$ cat src/rtl/alu_seq.sv
// alu_seq: registered ALU with an integrated register file, an operand-2 select mux,
// a start/done handshake and {N,Z,P} condition codes.
//
// One operation per request: operands are latched on accept (IDLE), the result is
// computed in EXEC (or iteratively in MULT), then written to R[dest] and RESULT.
//
// Optional feature macro: ALU_SEQ_MUL_EN
//   defined   - aluk=111 runs a shift-add multiply, one bit per cycle, for WIDTH cycles.
//   undefined - no multiplier or MULT state is built. aluk=111 completes in EXEC and
//               pulses done, with no register write and no RESULT/NZP update.
//
// Ports:
//   clk, reset      clock and synchronous active-high reset
//   start / ready   request (accepted only while ready) / high in IDLE
//   aluk            operation code
//   sr2select       operand-2 source: 00 reg, 01 zext data, 10 zext address, 11 sext data
//   register1/2     operand register indices; dest is the writeback index
//   data, address   immediate and address offset
//   gatealu, answer answer = gatealu ? RESULT : 0 (combinational)
//   done            one-cycle completion pulse
//   nzp             condition codes {N,Z,P}
//   sr1out, sr2out  combinational reads of R[register1] and R[register2]
module alu_seq #(
    parameter int unsigned WIDTH  = 16,
    parameter int unsigned NREG   = 8,
    parameter int unsigned DATA_W = 8,
    parameter int unsigned ADDR_W = 7,
    localparam int unsigned RW    = $clog2(NREG)
) (
    input  logic              clk,
    input  logic              reset,
    input  logic              start,
    output logic              ready,
    input  logic [2:0]        aluk,
    input  logic [1:0]        sr2select,
    input  logic [RW-1:0]     register1,
    input  logic [RW-1:0]     register2,
    input  logic [RW-1:0]     dest,
    input  logic [DATA_W-1:0] data,
    input  logic [ADDR_W-1:0] address,
    input  logic              gatealu,
    output logic [WIDTH-1:0]  answer,
    output logic              done,
    output logic [2:0]        nzp,
    output logic [WIDTH-1:0]  sr1out,
    output logic [WIDTH-1:0]  sr2out
);

    typedef enum logic [1:0] {StIdle, StExec, StMult} state_e;

    state_e           state_q, state_d;
    logic [WIDTH-1:0] regs_q [NREG];
    logic [WIDTH-1:0] regs_d [NREG];
    logic [WIDTH-1:0] op1_q, op1_d;
    logic [WIDTH-1:0] op2_q, op2_d;
    logic [2:0]       aluk_q, aluk_d;
    logic [RW-1:0]    dest_q, dest_d;
    logic [WIDTH-1:0] result_q, result_d;
    logic [2:0]       nzp_q, nzp_d;
    logic             done_q, done_d;

    logic [WIDTH-1:0] op2_sel;
    logic             wb_en;
    logic [WIDTH-1:0] wb_val;

`ifdef ALU_SEQ_MUL_EN
    localparam int unsigned CW = (WIDTH > 1) ? $clog2(WIDTH) : 1;

    logic [WIDTH-1:0] mcand_q, mcand_d;
    logic [WIDTH-1:0] mplier_q, mplier_d;
    logic [WIDTH-1:0] acc_q, acc_d;
    logic [CW-1:0]    cnt_q, cnt_d;
    logic [WIDTH-1:0] mul_sum;
`endif

    // Operand-2 source; the size casts zero- or sign-extend as selected.
    always_comb begin
        op2_sel = '0;
        unique case (sr2select)
            2'b00: op2_sel = regs_q[register2];
            2'b01: op2_sel = WIDTH'(data);
            2'b10: op2_sel = WIDTH'(address);
            2'b11: op2_sel = WIDTH'($signed(data));
            default: op2_sel = '0;
        endcase
    end

    always_comb begin
        state_d  = state_q;
        regs_d   = regs_q;
        op1_d    = op1_q;
        op2_d    = op2_q;
        aluk_d   = aluk_q;
        dest_d   = dest_q;
        result_d = result_q;
        nzp_d    = nzp_q;
        done_d   = 1'b0;
        wb_en    = 1'b0;
        wb_val   = '0;
`ifdef ALU_SEQ_MUL_EN
        mcand_d  = mcand_q;
        mplier_d = mplier_q;
        acc_d    = acc_q;
        cnt_d    = cnt_q;
        mul_sum  = '0;
`endif

        unique case (state_q)
            StIdle: begin
                if (start) begin
                    op1_d   = regs_q[register1];
                    op2_d   = op2_sel;
                    aluk_d  = aluk;
                    dest_d  = dest;
                    state_d = StExec;
                end
            end
            StExec: begin
                state_d = StIdle;
                done_d  = 1'b1;
                case (aluk_q)
                    3'b000: begin wb_en = 1'b1; wb_val = op1_q + op2_q; end
                    3'b001: begin wb_en = 1'b1; wb_val = op1_q - op2_q; end
                    3'b010: begin wb_en = 1'b1; wb_val = op1_q & op2_q; end
                    3'b011: begin wb_en = 1'b1; wb_val = op1_q | op2_q; end
                    3'b100: begin wb_en = 1'b1; wb_val = op1_q ^ op2_q; end
                    3'b101: begin wb_en = 1'b1; wb_val = ~op1_q;         end
                    3'b110: begin wb_en = 1'b1; wb_val = op2_q;          end
                    default: begin
`ifdef ALU_SEQ_MUL_EN
                        done_d   = 1'b0;
                        mcand_d  = op1_q;
                        mplier_d = op2_q;
                        acc_d    = '0;
                        cnt_d    = '0;
                        state_d  = StMult;
`endif
                        // Without the multiplier: done pulses, nothing else changes.
                    end
                endcase
            end
`ifdef ALU_SEQ_MUL_EN
            StMult: begin
                // Multiplicand shifts left as multiplier shifts right; bits above WIDTH
                // fall off, which yields the low half of the product.
                mul_sum  = mplier_q[0] ? (acc_q + mcand_q) : acc_q;
                acc_d    = mul_sum;
                mcand_d  = mcand_q << 1;
                mplier_d = mplier_q >> 1;
                cnt_d    = cnt_q + CW'(1);
                if (cnt_q == CW'(WIDTH - 1)) begin
                    wb_en   = 1'b1;
                    wb_val  = mul_sum;
                    done_d  = 1'b1;
                    state_d = StIdle;
                end
            end
`endif
            default: state_d = StIdle;
        endcase

        if (wb_en) begin
            regs_d[dest_q] = wb_val;
            result_d       = wb_val;
            nzp_d          = {wb_val[WIDTH-1], (wb_val == '0),
                              (!wb_val[WIDTH-1] && (wb_val != '0))};
        end
    end

    always_ff @(posedge clk) begin
        if (reset) begin
            state_q  <= StIdle;
            regs_q   <= '{default: '0};
            op1_q    <= '0;
            op2_q    <= '0;
            aluk_q   <= '0;
            dest_q   <= '0;
            result_q <= '0;
            nzp_q    <= 3'b010;
            done_q   <= 1'b0;
`ifdef ALU_SEQ_MUL_EN
            mcand_q  <= '0;
            mplier_q <= '0;
            acc_q    <= '0;
            cnt_q    <= '0;
`endif
        end else begin
            state_q  <= state_d;
            regs_q   <= regs_d;
            op1_q    <= op1_d;
            op2_q    <= op2_d;
            aluk_q   <= aluk_d;
            dest_q   <= dest_d;
            result_q <= result_d;
            nzp_q    <= nzp_d;
            done_q   <= done_d;
`ifdef ALU_SEQ_MUL_EN
            mcand_q  <= mcand_d;
            mplier_q <= mplier_d;
            acc_q    <= acc_d;
            cnt_q    <= cnt_d;
`endif
        end
    end

    assign ready  = (state_q == StIdle);
    assign done   = done_q;
    assign nzp    = nzp_q;
    assign answer = gatealu ? result_q : '0;
    assign sr1out = regs_q[register1];
    assign sr2out = regs_q[register2];

endmodule

$ cat config.mk
export PLATFORM = sky130hd
export DESIGN_NAME = alu_seq
export DESIGN_NICKNAME = d
export VERILOG_FILES = /design/src/rtl/alu_seq.sv
export SDC_FILE = /design/constraint.sdc
export NUM_CORES = 1
export LEC_CHECK = 0
export CORE_ASPECT_RATIO = 1.2
export CORE_MARGIN = 5
export CORE_UTILIZATION = 55
export DETAILED_ROUTE_END_ITERATION = 8
export PLACE_DENSITY = 0.83
export SETUP_SLACK_MARGIN = 0.15
export SLEW_MARGIN = 20
export SYNTH_ARGS = -nofsm -noshare
export SYNTH_HDL_FRONTEND = slang
export SYNTH_SLANG_ARGS = --single-unit
$ cat constraint.sdc
create_clock -name clk -period 6.8 [get_ports clk]
set_input_delay 1.36 -clock clk [delete_from_list [all_inputs] [get_ports clk]]
set_output_delay 1.36 -clock clk [all_outputs]
set_load 0.01 [all_outputs]
# ---- After elaboration in Yosys (flattened, before gate mapping)
# Cells that the tools add are included.
# W data, S select, Z words.
dict set report classes {
  add_sub_neg 2
  n_lt_le_gt_ge 4
  eq_ne 9
  n_mux 16
  bitwise 8
  n_reduce_logical 11
}
# cell n
set ops {}
lappend ops {{$bwmux W128} 1}
lappend ops {{$mux W16} 7}
lappend ops {{$pmux W16 S7} 1}
lappend ops {{$bmux W16 S3} 2}
lappend ops {{$pmux W16 S4} 1}
lappend ops {{$demux W16 S3} 1}
lappend ops {{$add A16 B16 Y16} 1}
lappend ops {{$and A16 B16 Y16} 1}
lappend ops {{$logic_not A16 Y1} 1}
lappend ops {{$not A16 Y16} 1}
lappend ops {{$or A16 B16 Y16} 1}
lappend ops {{$reduce_bool A16 Y1} 1}
lappend ops {{$sub A16 B16 Y16} 1}
lappend ops {{$xor A16 B16 Y16} 1}
lappend ops {{$ge A4 B4 Y1 const B} 3}
lappend ops {{$not A3 Y4} 3}
lappend ops {{$eq A3 B3 Y1 const B} 3}
lappend ops {{$reduce_or A7 Y1} 1}
lappend ops {{$eq A3 B2 Y1 const B} 2}
lappend ops {{$eq A2 B2 Y1 const B} 2}
lappend ops {{$logic_not A2 Y1} 2}
lappend ops {{$lt A4 B1 Y1 const B} 1}
lappend ops {{$eq A3 B1 Y1 const B} 1}
lappend ops {{$logic_not A3 Y1} 1}
lappend ops {{7 further kinds} 10}
dict set report word_totals {
  regBits 187
  in_bits 33
}

# ---- Longest topological paths before layout
dict set report logic_depth {
  depth_word 6
  depth_mapped 19
  depth_no_buf 14
}

# ---- Worst setup path after synthesis
# No wires, ideal clock.
dict set report synth_path {
  path_kind {input port to output port}
  start {input port register2[0]}
  end {output port sr2out[11]}
  arrival_ps 3268
  path_slack_ps 2172
  stages 5
  path_buffers 3
  path_cell_list {clkbuf_1 buf_1 buf_2 mux4_2 mux2_2}
}
dict set report synth_via {
  elab_chain_len 4
}
# item line
set synth_rtl {}
lappend synth_rtl {{from (decl)} 37} ;# input logic [RW-1:0] register2,
lappend synth_rtl {{$not A3 Y4 (not written as such)} 211} ;# assign sr2out = regs_q[register2];
lappend synth_rtl {{$bmux W16 S3} 211}
lappend synth_rtl {{$mux W16 (not written as such) (2 in series)} 211}
lappend synth_rtl {{to (decl)} 46} ;# output logic [WIDTH-1:0] sr2out
# No other way between the ends. The select of a mux whose other input is x is not followed.

# ---- Worst setup path in the final report
dict set report layout_path {
  start {input port register2[1]}
  end {output port sr2out[10]}
}
# Same word-level chain as after synthesis.

==> summary.txt <==
GRT
  – Met3 usage: 0.0458
  – Vias in the first global route: 9,459
  – Global Route Usage Sum: 0.276
  – First-pass GRT wire length: 50,400 µm
  – M1 GR Usage: 0.333
  – Largest net degree at the start of global routing: 98
  – Initial antenna violation count: 0
  – GRT met2 Usage: 0.471
  – Most Crowded Layer GR: met2
  – Total grt overflow: 0

Drt
  – Vias per inst: 6.62
  – First-pass DRT Iterations: 6
  – DRC: 0
  – Via count of the routed design: 9,691
  – Final ANT Viol Nets: 0
  – Initial DRC count: 1,013
  – Drt wl/cell: 21.9 µm
  – Total wire length: 32,100 µm

STA
  – Final Max Slew Viols: 0
  – Final min period: 5.01 ns
  – Hold Fails Final Rpt: 0
  – Setup TNS: 0 ns
  – Worst-Margin Slew: 1.05 ns
  – Unrepaired setup endpoints after global routing: no
  – Hold Slack: 0.490 ns
  – Final Setup Violations: 0
  – Fmax: 0.200 GHz
  – Final Cycle Share: 0.736
  – Worst Skew: 0.0146 ns
  – Headroom to the max-slew limit: 0.297

Layout
  – Final Util: 0.638
  – Share of cells above drive strength 1: 0.147
  – Final net count: 1,273
  – Area growth syn-to-layout: 13.5%
  – Non-Filler Instances: 1,465
  – Antenna cells: 0
  – Fillers: 1,516

Setup path
  – Largest stage delay on the critical path: 0.58 ns
  – Critical Path RT: 5.44 ns
  – Most used cell, CP: clkdlybuf4s50_1
  – Crit path kind: in2out
  – CP Cell Sequence: clkdlybuf4s50_1 -> buf_4 -> mux4_2 -> mux2_2 -> clkdlybuf4s50_1
  – Critical path peak fanout: 32
  – Startpoint type of the worst setup path: primary input
  – Critical Path Stages: 5
  – CP max-delay cell: mux4_2
  – CP endpoint kind: output port
  – R2R cell count: 14
  – Critical Path AT: 3.65 ns
  – Top Family by Delay on Critical Path: buffers and inverters
  – Buf/Inv on CP: 3

Power and ir drop
  – Sw Share: 0.345
  – Clock share of power: 0.335
  – Net switching power: 1.00 mW
  – Share of power burned in registers: 0.403
  – LEAKAGE: 4.42 nW
  – PD cells: 231 nW/µm²
  – VDD IR max: 0.183 mV
  – Total Power: 2.90 mW
  – Gate power share: 0.262
  – Pint: 1.90 mW

Clocking
  – Clock Tree Buf Depth: 2
  – # H-tree levels: 4
  – PostCTS Resize Cnt: 0
  – Cts bufs inserted: 17
  – Clock root buffer: clkbuf_16
  – Post-CTS Hold Buffers: 0
  – Clk_lat worst skew: 0.44 ns
  – Sink Count: 186
  – CTS tree: built
  – Number of setup buffers added after CTS: 0
  – Worst-path clk slew: 0.08 ns

Synth
  – Yosys cell types: 76
  – Synth async-reset ratio: 0
  – EDFF count, synth: 0
  – Area of the mapped netlist: 11,100 µm²
  – Post-synthesis sequential area ratio: 0.336
  – Commonest register cell after synthesis: dfxtp_1
  – Mapped Nets: 1,257
  – Number of synthesized register bits: 186
  – Syn avg cell area: 9.42 µm²
  – Cells after Synth: 1,175
  – Yosys warns: 0

Die
  – Die area: 23,100 µm²
  – Initial Utilization: 0.562
  – Rows: 56
  – DIE WIDTH: 140 µm
  – # IOs: 86
  – Core footprint: 19,700 µm²
  – Die extent in y: 165 µm

Min path
  – Hold Path Class: reg2reg
  – Hold depth: 2

Status
  – Status: complete, no violations

Flow run
  – Max-Cap Viols: 0

Place
  – Cells after DPL: 1,432
  – Buffers on Ports: 85
  – Gpl congestion: 0.916
  – Post-detail-place hpwl: 21,800 µm
## logic make-up (layout without fill, tap and decap cells)
group                      Yosys count  after routing  synth area share
adders and majority gates           49             49            0.0561
DFF                                186            186             0.336
muxes                              143            143             0.206
and+or+nand+nor                    338            338             0.138
AOI/OAI and AO/OA                  294            294             0.196
xor gates and xnor gates            16             16            0.0127
buffers and inverters              149            178            0.0547
## worst reg2reg max path, delay by kind of cell (launching register included)
kind            cells  cell delay (ns)
compound gates      6             2.03
flops               1             0.30
xor+xnor            1             0.14
simple gates        5             1.49
fa+ha+maj           1             0.32
buf+inv             1             0.24
## final timing paths
kind	start	endpoint	slack (ns)
min	result_q[14]$_SDFFE_PP0P_	result_q[14]$_SDFFE_PP0P_	0.49
max	register2[1]	sr2out[10]	1.79
min reg2reg	result_q[14]$_SDFFE_PP0P_	result_q[14]$_SDFFE_PP0P_	0.49
max reg2reg	aluk_q[2]$_SDFFE_PP0P_	nzp[0]$_SDFFE_PP0P_	2.17
## metal layers
layer,part of all wire,up-vias
li1,-,4361
met1,0.37,4696
met2,0.49,522
met3,0.079,112
met4,0.055,0
met5,0,-
## metrics by stage
stage / worst slack, ns / cell area [µm²]
2_1_floorplan: 2.17 / 11100
3_5_place_dp: 1.77 / 12000
5_1_grt: 1.73 / 12600
6_report: 1.79 / 12600
3_3_place_gp: 1.81 / 12000
4_1_cts: 1.78 / 12500
## state kept, by name, indices dropped and copies added, names as in the netlist
| name | cells |
|---|---|
| result_q | 16 |
| aluk_q | 3 |
| op2_q | 16 |
| state_q | 1 |
| nzp | 2 |
| done | 1 |
| dest_q | 3 |
| op1_q | 16 |
| regs_q | 128 |
## synth_stat cells, types with 5 or more instances
library cell	instances	area, µm²
a211oi_1	151	1130
a21o_1	6	45.0
a21oi_1	41	205
a22oi_1	7	52.6
a2bb2oi_1	6	52.6
a31oi_1	5	31.3
and2_1	25	156
buf_1	11	41.3
buf_2	12	60.1
clkbuf_1	77	289
dfxtp_1	186	3720
ha_1	48	601
inv_1	42	158
mux2_2	33	372
mux2i_1	42	420
mux4_2	64	1440
nand2_1	44	165
nand2b_1	14	87.6
nand3_1	7	35.0
nor2_1	204	766
nor2b_1	6	37.5
nor3_1	10	50.1
o21a_1	5	37.5
o21ai_0	22	110
o22ai_1	5	31.3
xnor2_1	15	131
## power groups by stage
stage	Sequential, mW	Clock (mW)	Combinational (mW)
after floorplan	1.18	0	0.525
after global placement	1.19	0	0.720
after detailed placement	1.19	0	0.737
after CTS	1.17	0.979	0.742
after global routing	1.17	1.03	0.814
final	1.17	0.972	0.759
## cell usage in the layout, fill, tap and decap left out, drive strengths merged, types with 7 or more instances in the layout
| cell | netlist | final |
|---|---|---|
| nor2 | 204 | 204 |
| dfxtp | 186 | 186 |
| ha | 48 | 48 |
| a21oi | 42 | 42 |
| mux2 | 37 | 37 |
| nor2b | 7 | 7 |
| mux4 | 64 | 64 |
| buf | 29 | 22 |
| clkdlybuf4s50 | 0 | 82 |
| a211oi | 152 | 152 |
| clkbuf | 78 | 17 |
| o21ai | 23 | 23 |
| nand2 | 44 | 44 |
| nand2b | 14 | 14 |
| mux2i | 42 | 42 |
| and2 | 25 | 25 |
| nand3 | 7 | 7 |
| inv | 42 | 50 |
| nor3 | 12 | 12 |
| a22oi | 8 | 8 |
| xnor2 | 15 | 15 |
## final cells by class
cell class              instances  area, µm²  share of cell area
multi-input cells             840       6780               0.539
well taps                     261        327              0.0260
repair buffers                104       1000              0.0798
clock buffers                  17        425              0.0338
inverters                      42        158              0.0125
clock inverters                15        155              0.0123
flip-flops and latches        186       3720               0.296
(Power assumes the default switching activity.)
